--- src/rtl/config_loader.sv ---
// Serial config loader: shifts MEM_SIZE-bit words in LSB-first and strobes them into
// NUM_BLOCKS latch blocks in order. Define CONFIG_PARITY_EN for a per-word even-parity check.
module config_loader #(
    parameter int MEM_SIZE   = 16,
    parameter int NUM_BLOCKS = 4
) (
    input  logic                  clk,
    input  logic                  rst,
    input  logic                  start,
    input  logic                  cfg_valid,
    input  logic                  cfg_bit,
    output logic                  cfg_ready,
    output logic [MEM_SIZE-1:0]   config_out,
    output logic [NUM_BLOCKS-1:0] comb_set,
    output logic                  busy,
`ifdef CONFIG_PARITY_EN
    output logic                  done,
    output logic                  err
`else
    output logic                  done
`endif
);
    localparam int CNT_W = $clog2(MEM_SIZE + 1);
    localparam int IDX_W = $clog2(NUM_BLOCKS);
    localparam logic [IDX_W-1:0]      LAST_IDX = IDX_W'(NUM_BLOCKS - 1);
    localparam logic [NUM_BLOCKS-1:0] STROBE0  = NUM_BLOCKS'(1);
`ifdef CONFIG_PARITY_EN
    // The extra accept per word carries the parity bit, which never enters the word.
    localparam logic [CNT_W-1:0] LAST_CNT = CNT_W'(MEM_SIZE);
`else
    localparam logic [CNT_W-1:0] LAST_CNT = CNT_W'(MEM_SIZE - 1);
`endif

    typedef enum logic [2:0] {
        S_IDLE,
        S_SHIFT,
        S_COMMIT,
        S_DONE
`ifdef CONFIG_PARITY_EN
        , S_ERROR
`endif
    } state_t;

    state_t           state;
    logic [IDX_W-1:0] idx;
    logic [CNT_W-1:0] cnt;

    always_ff @(posedge clk or posedge rst) begin
        if (rst) begin
            state      <= S_IDLE;
            idx        <= '0;
            cnt        <= '0;
            config_out <= '0;
            comb_set   <= '0;
            cfg_ready  <= 1'b0;
            busy       <= 1'b0;
            done       <= 1'b0;
`ifdef CONFIG_PARITY_EN
            err        <= 1'b0;
`endif
        end else begin
            comb_set <= '0;
            if (start && (state != S_SHIFT) && (state != S_COMMIT)) begin
                state     <= S_SHIFT;
                idx       <= '0;
                cnt       <= '0;
                cfg_ready <= 1'b1;
                busy      <= 1'b1;
                done      <= 1'b0;
`ifdef CONFIG_PARITY_EN
                err       <= 1'b0;
`endif
            end else begin
                case (state)
                    S_SHIFT: begin
                        if (cfg_valid) begin
                            if (cnt == LAST_CNT) begin
                                cnt       <= '0;
                                cfg_ready <= 1'b0;
`ifdef CONFIG_PARITY_EN
                                if (cfg_bit != ^config_out) begin
                                    state <= S_ERROR;
                                    err   <= 1'b1;
                                    busy  <= 1'b0;
                                end else begin
                                    state    <= S_COMMIT;
                                    comb_set <= STROBE0 << idx;
                                end
`else
                                config_out <= {cfg_bit, config_out[MEM_SIZE-1:1]};
                                state      <= S_COMMIT;
                                comb_set   <= STROBE0 << idx;
`endif
                            end else begin
                                cnt        <= cnt + CNT_W'(1);
                                config_out <= {cfg_bit, config_out[MEM_SIZE-1:1]};
                            end
                        end
                    end
                    S_COMMIT: begin
                        // comb_set self-clears here, so the strobe is exactly one cycle wide
                        idx <= idx + IDX_W'(1);
                        if (idx == LAST_IDX) begin
                            state <= S_DONE;
                            busy  <= 1'b0;
                            done  <= 1'b1;
                        end else begin
                            state     <= S_SHIFT;
                            cfg_ready <= 1'b1;
                        end
                    end
                    default: ;
                endcase
            end
        end
    end
endmodule

--- config.mk ---
export PLATFORM = sky130hd
export DESIGN_NAME = config_loader
export DESIGN_NICKNAME = d
export VERILOG_FILES = /design/src/rtl/config_loader.sv
export SDC_FILE = /design/constraint.sdc
export NUM_CORES = 1
export LEC_CHECK = 0
export ABC_CLOCK_PERIOD_IN_PS = 2700
export CAP_MARGIN = 0
export CORE_MARGIN = 5
export CORE_UTILIZATION = 54
export CTS_CLUSTER_SIZE = 14
export DETAILED_ROUTE_END_ITERATION = 6
export PLACE_DENSITY_LB_ADDON = 0.3
export SYNTH_ARGS = -nofsm -noshare
export SYNTH_HDL_FRONTEND = slang
export SYNTH_SLANG_ARGS = --single-unit
--- constraint.sdc ---
create_clock -name clk -period 2.7 [get_ports clk]
set_input_delay 0.405 -clock clk [delete_from_list [all_inputs] [get_ports clk]]
set_output_delay 0.405 -clock clk [all_outputs]
set_load 0.1 [all_outputs]
==> metrics.md, run 1 <==
| Metric | Value |
|---|---|
| Placed cell areas | between 1500 and 2000 um^2 |
| Global-route wire length before repair | between 4000 and 5000 um |
| #FFs+latches synth | 32 |
| Tightest Hold Check Type | primary input to asynchronous set/reset pin |
| Post-CTS Setup Inserts | 0 |
| H-tree depth | 2 |
| Total CTS buffers | 5 |
| Crit start category | flip-flop |
| Core Area | 2480 um^2 |
| Row count | 18 |
| Largest net degree at the start of global routing | 19 |
| Die area | between 3000 and 4000 um^2 |
| Max Root-Sink Buffers | 2 |
| Synthesized net count | between 100 and 150 |
| Die height | 61.0 um |
| Vias in the first global route | ~980 |
| Synth Area per Inst | approximately 13 um^2 |
| Port bufs | 27 |
| Final Hold Slack | ~0.48 ns |
| Synth Instances | 108 |
| Via-to-Cell Ratio | between 5 and 6 |
| TritonCTS sink count | 32 |
| Min cycle time layout | 1.49 ns |
| Placed Instances | between 150 and 200 |
| Simple-gate portion of the synthesized area | 11.5% |
| Crit end category | flip-flop |
| Final setup viols | 0 |
| Initial Utilization | 56.8% |
| Area share of fa/ha/maj cells after synthesis | roughly 4.4% |
| Status | completed |
| Relative slew slack | a little over half |
| Die span in x | ~61 um |
| Post-route insts no fill | 171 |
| GR Overflow Total | 0 |
| Seq/Total Area, Yosys | between 50 and 60% |
| Xor/xnor share of the synthesized area | 0.623% |
| Fin area | 1740 um^2 |
| Mux contribution to synthesized area | 14.3% |
| Worst skew pair latency | around 0.33 ns |
| RePlAce Congestion | 0.860 |
| Layout cells sized above 1 | a little under two fifths |
| Worst EP arrival | ~1.7 ns |
| Via count | a little under 900 |
| Layout area overhead | 23.7% |
| Dpl hpwl | 1890 um |
| Total of max-cap violations | 0 |
| Fin Setup TNS | 0 ns |
| Fill cells | around 180 |
| Asr flop ratio synth | 100% |
| Cts hold-fix bufs | 0 |
| First-pass DRT Iterations | 4 |
| Post-synthesis cell area | between 1000 and 1500 um^2 |
| Max Slew Vio Count | 0 |
| Nets | 150 |
| Final Hold Vio Count | 0 |
| Clock skew | between 0.008 and 0.009 ns |
| WL/cell | roughly 15 um |
| Number of DRC markers in iteration 0 | 12 |
| Largest family of logic cells by synthesized area | multiplexers |
| Post-route DRC violation count | 0 |
| RSZ-0062 raised after global routing | false |
| Data required time of the worst path | roughly 3 ns |
| Crit share post-route | 55.2% |
| Max Fanout on Critical Path | 18 |
| Count of cell types in the netlist | 32 |
| Synth Area in Compound Gates | 9.43% |
| GRT Util Overall | around 16% |
| Ys flop type | dfrtp_1 |
| DRT Wirelength | approximately 2500 um |
| Clock slew at reported path FFs | 0.10 ns |
| ANT cells | 0 |
| Clk root buf | clkbuf_4 |
| CTS tree | done |
| EDFF count, synth | 0 |
| Worst-Margin Slew | just under 0.7 ns |
| Number of routed nets with antenna violations | 0 |
| Top Ports | 28 |
| Initial antenna violation count | 0 |
| CTS-repair resized insts | 0 |
| Max Clk Rate | roughly 0.67 GHz |
| Synth Warn # | 0 |
| Worst Setup Path Type | flip-flop to flip-flop |
-- stage by stage --
| step | setup slack (ns) | utilization [%] |
|---|---|---|
| 2_1_floorplan | 1.38 | - |
| 3_3_place_gp | 0.934 | 66.4 |
| 3_5_place_dp | 0.898 | 66.4 |
| 4_1_cts | 1.21 | 70.2 |
| 5_1_grt | 1.10 | 70.2 |
| 6_report | 1.21 | 70.2 |
-- final timing paths --
kind	from	endpoint	slack (ns)	cells after the start
worst max-delay path	state[1]	state[1]	1.21	3
worst min-delay path	rst	cnt[1]	0.48	2
worst max register to register	state[1]	state[1]	1.21	3
worst min register to register	cnt[1]	cnt[1]	0.53	1
max in group asynchronous	rst	config_out[9]	1.56	3
min in group clk	cnt[1]	cnt[1]	0.53	1
-- area by class of cell --
type | instances | area [um^2] | share of cell area, %
Sequential cell | 32 | 801 | 46.0
Multi-Input combinational cell | 68 | 567 | 32.6
Timing Repair Buffer | 28 | 220 | 12.7
Clock buffer | 7 | 65.1 | 3.74
Tap cell | 30 | 37.5 | 2.16
Clock inverter | 1 | 30.0 | 1.73
Inverter | 5 | 18.8 | 1.08
-- flip-flops by register name, summed over array words and instances (netlist names) --
signal / cells
comb_set: 4
cnt: 5
cfg_ready: 1
done: 1
state: 2
idx: 2
busy: 1
config_out: 16
-- cell usage in the layout (no fill, tap or decap), drive strengths merged --
master	instances
bufinv	1
a22o	2
nand4b	1
xor2	1
o21a	1
buf	24
nand3b	1
nand2b	1
a31oi	1
mux2	17
nand2	4
o211ai	1
o21bai	1
o21ai	6
and2	4
dfrtp	32
a2bb2oi	1
and2b	2
clkdlybuf4s50	4
nand3	3
o2bb2ai	2
inv	5
mux2i	1
clkbuf	7
nor2b	1
nor2	6
o211a	2
a221o	1
or2b	1
ha	5
or2	1
and3	1
-- routing by layer --
| metal | track usage, % | share of wire (%) | wire length [um] |
|---|---|---|---|
| met1 | 19.4 | 43 | 1090 |
| met2 | 26.3 | 49 | 1230 |
| met3 | 5.87 | 6.4 | 161 |
| met4 | 6.50 | 1.8 | 46 |
| met5 | 0 | 0 | 0 |
-- Yosys cell counts, drive strengths merged (2+ instances only) --
cell type	n	area (um^2)
o2bb2ai	2	17.5
dfrtp	32	801
o211a	2	20.0
nand2	4	22.5
and2	4	25.0
a22o	2	17.5
nand3	3	15.0
inv	5	18.8
o21ai	6	30.0
and2b	2	15.0
ha	5	62.6
buf	2	16.3
mux2	17	191
nor2	6	22.5
-- worst max-delay path, cell delays in order, from the launching register on --
cell      delay, ns
dfrtp_1        0.58
nand3b_4       0.36
nor2_1         0.14
or2_2          0.30
-- logic make-up (layout without fill, tap and decap cells) --
kind of cell	Yosys count	after routing
fa+ha+maj	5	5
xor+xnor	1	1
mux	18	18
compound gates	18	18
buf+inv	8	41
simple gates	26	26
flops	32	32
Power of run 1 is not shown: default switching activity piles up to over one toggle a cycle in this logic, so the estimate is an artifact.
==> run 2, diff against run 1 <==
Settings changed: ABC_CLOCK_PERIOD_IN_PS 2700 to 1500, CORE_UTILIZATION 54 to 50.
Clock period 2.7 ns to 1.5 ns, I/O delays scaled along.
==> metrics.md, run 2 (synthesis gave the netlist of run 1 again) <==
| Metric | Value |
|---|---|
| Final Hold Vio Count | 0 |
| Via count | approximately 940 |
| Relative slew slack | 74.2% |
| Post-route DRC violation count | 0 |
| Worst path cell trace | buf_4, nand2_4, a221o_1, a22o_1 |
| Top Ports | 28 |
| Initial antenna violation count | 0 |
| Crit end category | flip-flop |
| Largest net degree at the start of global routing | 33 |
| Buf+Inv Stages, Crit Path | 1 |
| R2r worst-path depth | 4 |
| Worst skew pair latency | about 0.34 ns |
| R2r endpoint | cnt[2] |
| Max Slew Vio Count | 0 |
| Tightest Hold Check Type | primary input to asynchronous set/reset pin |
| Placed cell areas | about 2000 um^2 |
| Clock slew at reported path FFs | between 0.1 and 0.15 ns |
| ANT cells | 0 |
| Via-to-Cell Ratio | 5.24 |
| Critical path's top delay family | compound AO/OA/AOI/OAI gates |
| Min cycle time layout | 1.38 ns |
| Status | completed |
| Worst EP arrival | 1.61 ns |
| Global-route wire length before repair | 4810 um |
| Total CTS buffers | 5 |
| Post-route insts no fill | 180 |
| CTS tree | done |
| Die span in x | around 63 um |
| Die height | 63.0 um |
| Max Clk Rate | 0.726 GHz |
| Fill cells | about 190 |
| Max Fanout on Critical Path | 5 |
| Initial Utilization | approximately half |
| Largest regs | config_out (16), cnt (5), comb_set (4) |
| Core Area | around 2700 um^2 |
| Crit share post-route | between 90% and 100% |
| WL/cell | approximately 15 um |
| Reg-to-reg critical path startpoint | state[0] |
| GRT Util Overall | approximately 16% |
| Row count | 19 |
| GR Overflow Total | 0 |
| Clk root buf | clkbuf_4 |
| Data required time of the worst path | 1.74 ns |
| Worst Setup Path Type | flip-flop to flip-flop |
| Layout area overhead | 47.4% |
| Slowest stage cell, crit path | dfrtp_1 |
| Total of max-cap violations | 0 |
| Max FFs per register | 16 |
| Nets | roughly 160 |
| Vias in the first global route | just over 1,000 |
| Dpl hpwl | roughly 2000 um |
| Cts hold-fix bufs | 0 |
| Fin Setup TNS | 0 ns |
| DRT Wirelength | 2610 um |
| Number of DRC markers in iteration 0 | 27 |
| Port bufs | 27 |
| Register with the most flip-flops | config_out |
| Max Root-Sink Buffers | 2 |
| Final setup viols | 0 |
| Worst-Margin Slew | between 0.3 and 0.4 ns |
| Crit start category | flip-flop |
| Clock skew | approximately 0.014 ns |
| Core Util, Final | between 70% and 80% |
| Storage cell area | roughly 800 um^2 |
| RePlAce Congestion | 0.864 |
| Die area | 3970 um^2 |
| Placed Instances | around 170 |
| First-pass DRT Iterations | 4 |
| R2R Setup Slk | 0.12 ns |
| RSZ-0062 raised after global routing | false |
| Post-CTS Setup Inserts | 0 |
| H-tree depth | 2 |
| Number of routed nets with antenna violations | 0 |
| TritonCTS sink count | 32 |
| Commonest cells after routing, fill and taps aside | dfrtp_1 (32), buf_12 (23), mux2_2 (17), buf_4 (9) |
| Slowest stage delay, CP | around 0.48 ns |
| CTS-repair resized insts | 0 |
| Commonest non-fill, non-tap cell in the layout | dfrtp_1 |
| Area of the multi-input gates | about 570 um^2 |
| Fin area | slightly above 2000 um^2 |
| WP depth | 4 |
| Layout cells sized above 1 | between 40% and 50% |
## run 2: worst min-delay path, delay by kind of cell
family   cells  cell delay, ns
buf+inv      3            0.80
## run 2: metal layers
metal  part of all wire (%)  vias to the layer above  track usage (%)
met5                      0                        -                0
met4                    2.4                        0             8.75
met3                    5.8                        5             5.58
met2                     51                       20             24.6
met1                     41                      460             18.0
li1                       -                      458                -
## run 2: final cells by class
class	count	share of cell area, %
Clock inverter	3	2.05
Timing Repair Buffer	36	27.4
Clock buffer	5	1.81
Inverter	5	0.905
Tap cell	31	1.87
Sequential cell	32	38.6
Multi-Input combinational cell	68	27.3
## run 2: worst max path at each step
stage / startpoint / to / slack (ns)
floorplan: config_out[10] / config_out[10] / 0.23
global placement: start / cnt[2] / -0.08
detailed placement: start / cnt[2] / -0.15
CTS: state[1] / state[1] / 0.14
global route: state[1] / cfg_ready / 0.03
finish: state[0] / cnt[2] / 0.12
## run 2: per-stage QoR
stage | hold WS (ns) | worst slack [ns]
6_report | 0.263 | 0.123
5_1_grt | 0.288 | 0.0266
3_3_place_gp | 0.483 | -0.0841
3_5_place_dp | 0.505 | -0.154
4_1_cts | 0.264 | 0.141
2_1_floorplan | 0.341 | 0.231
Power of run 2 is left out for the same reason.
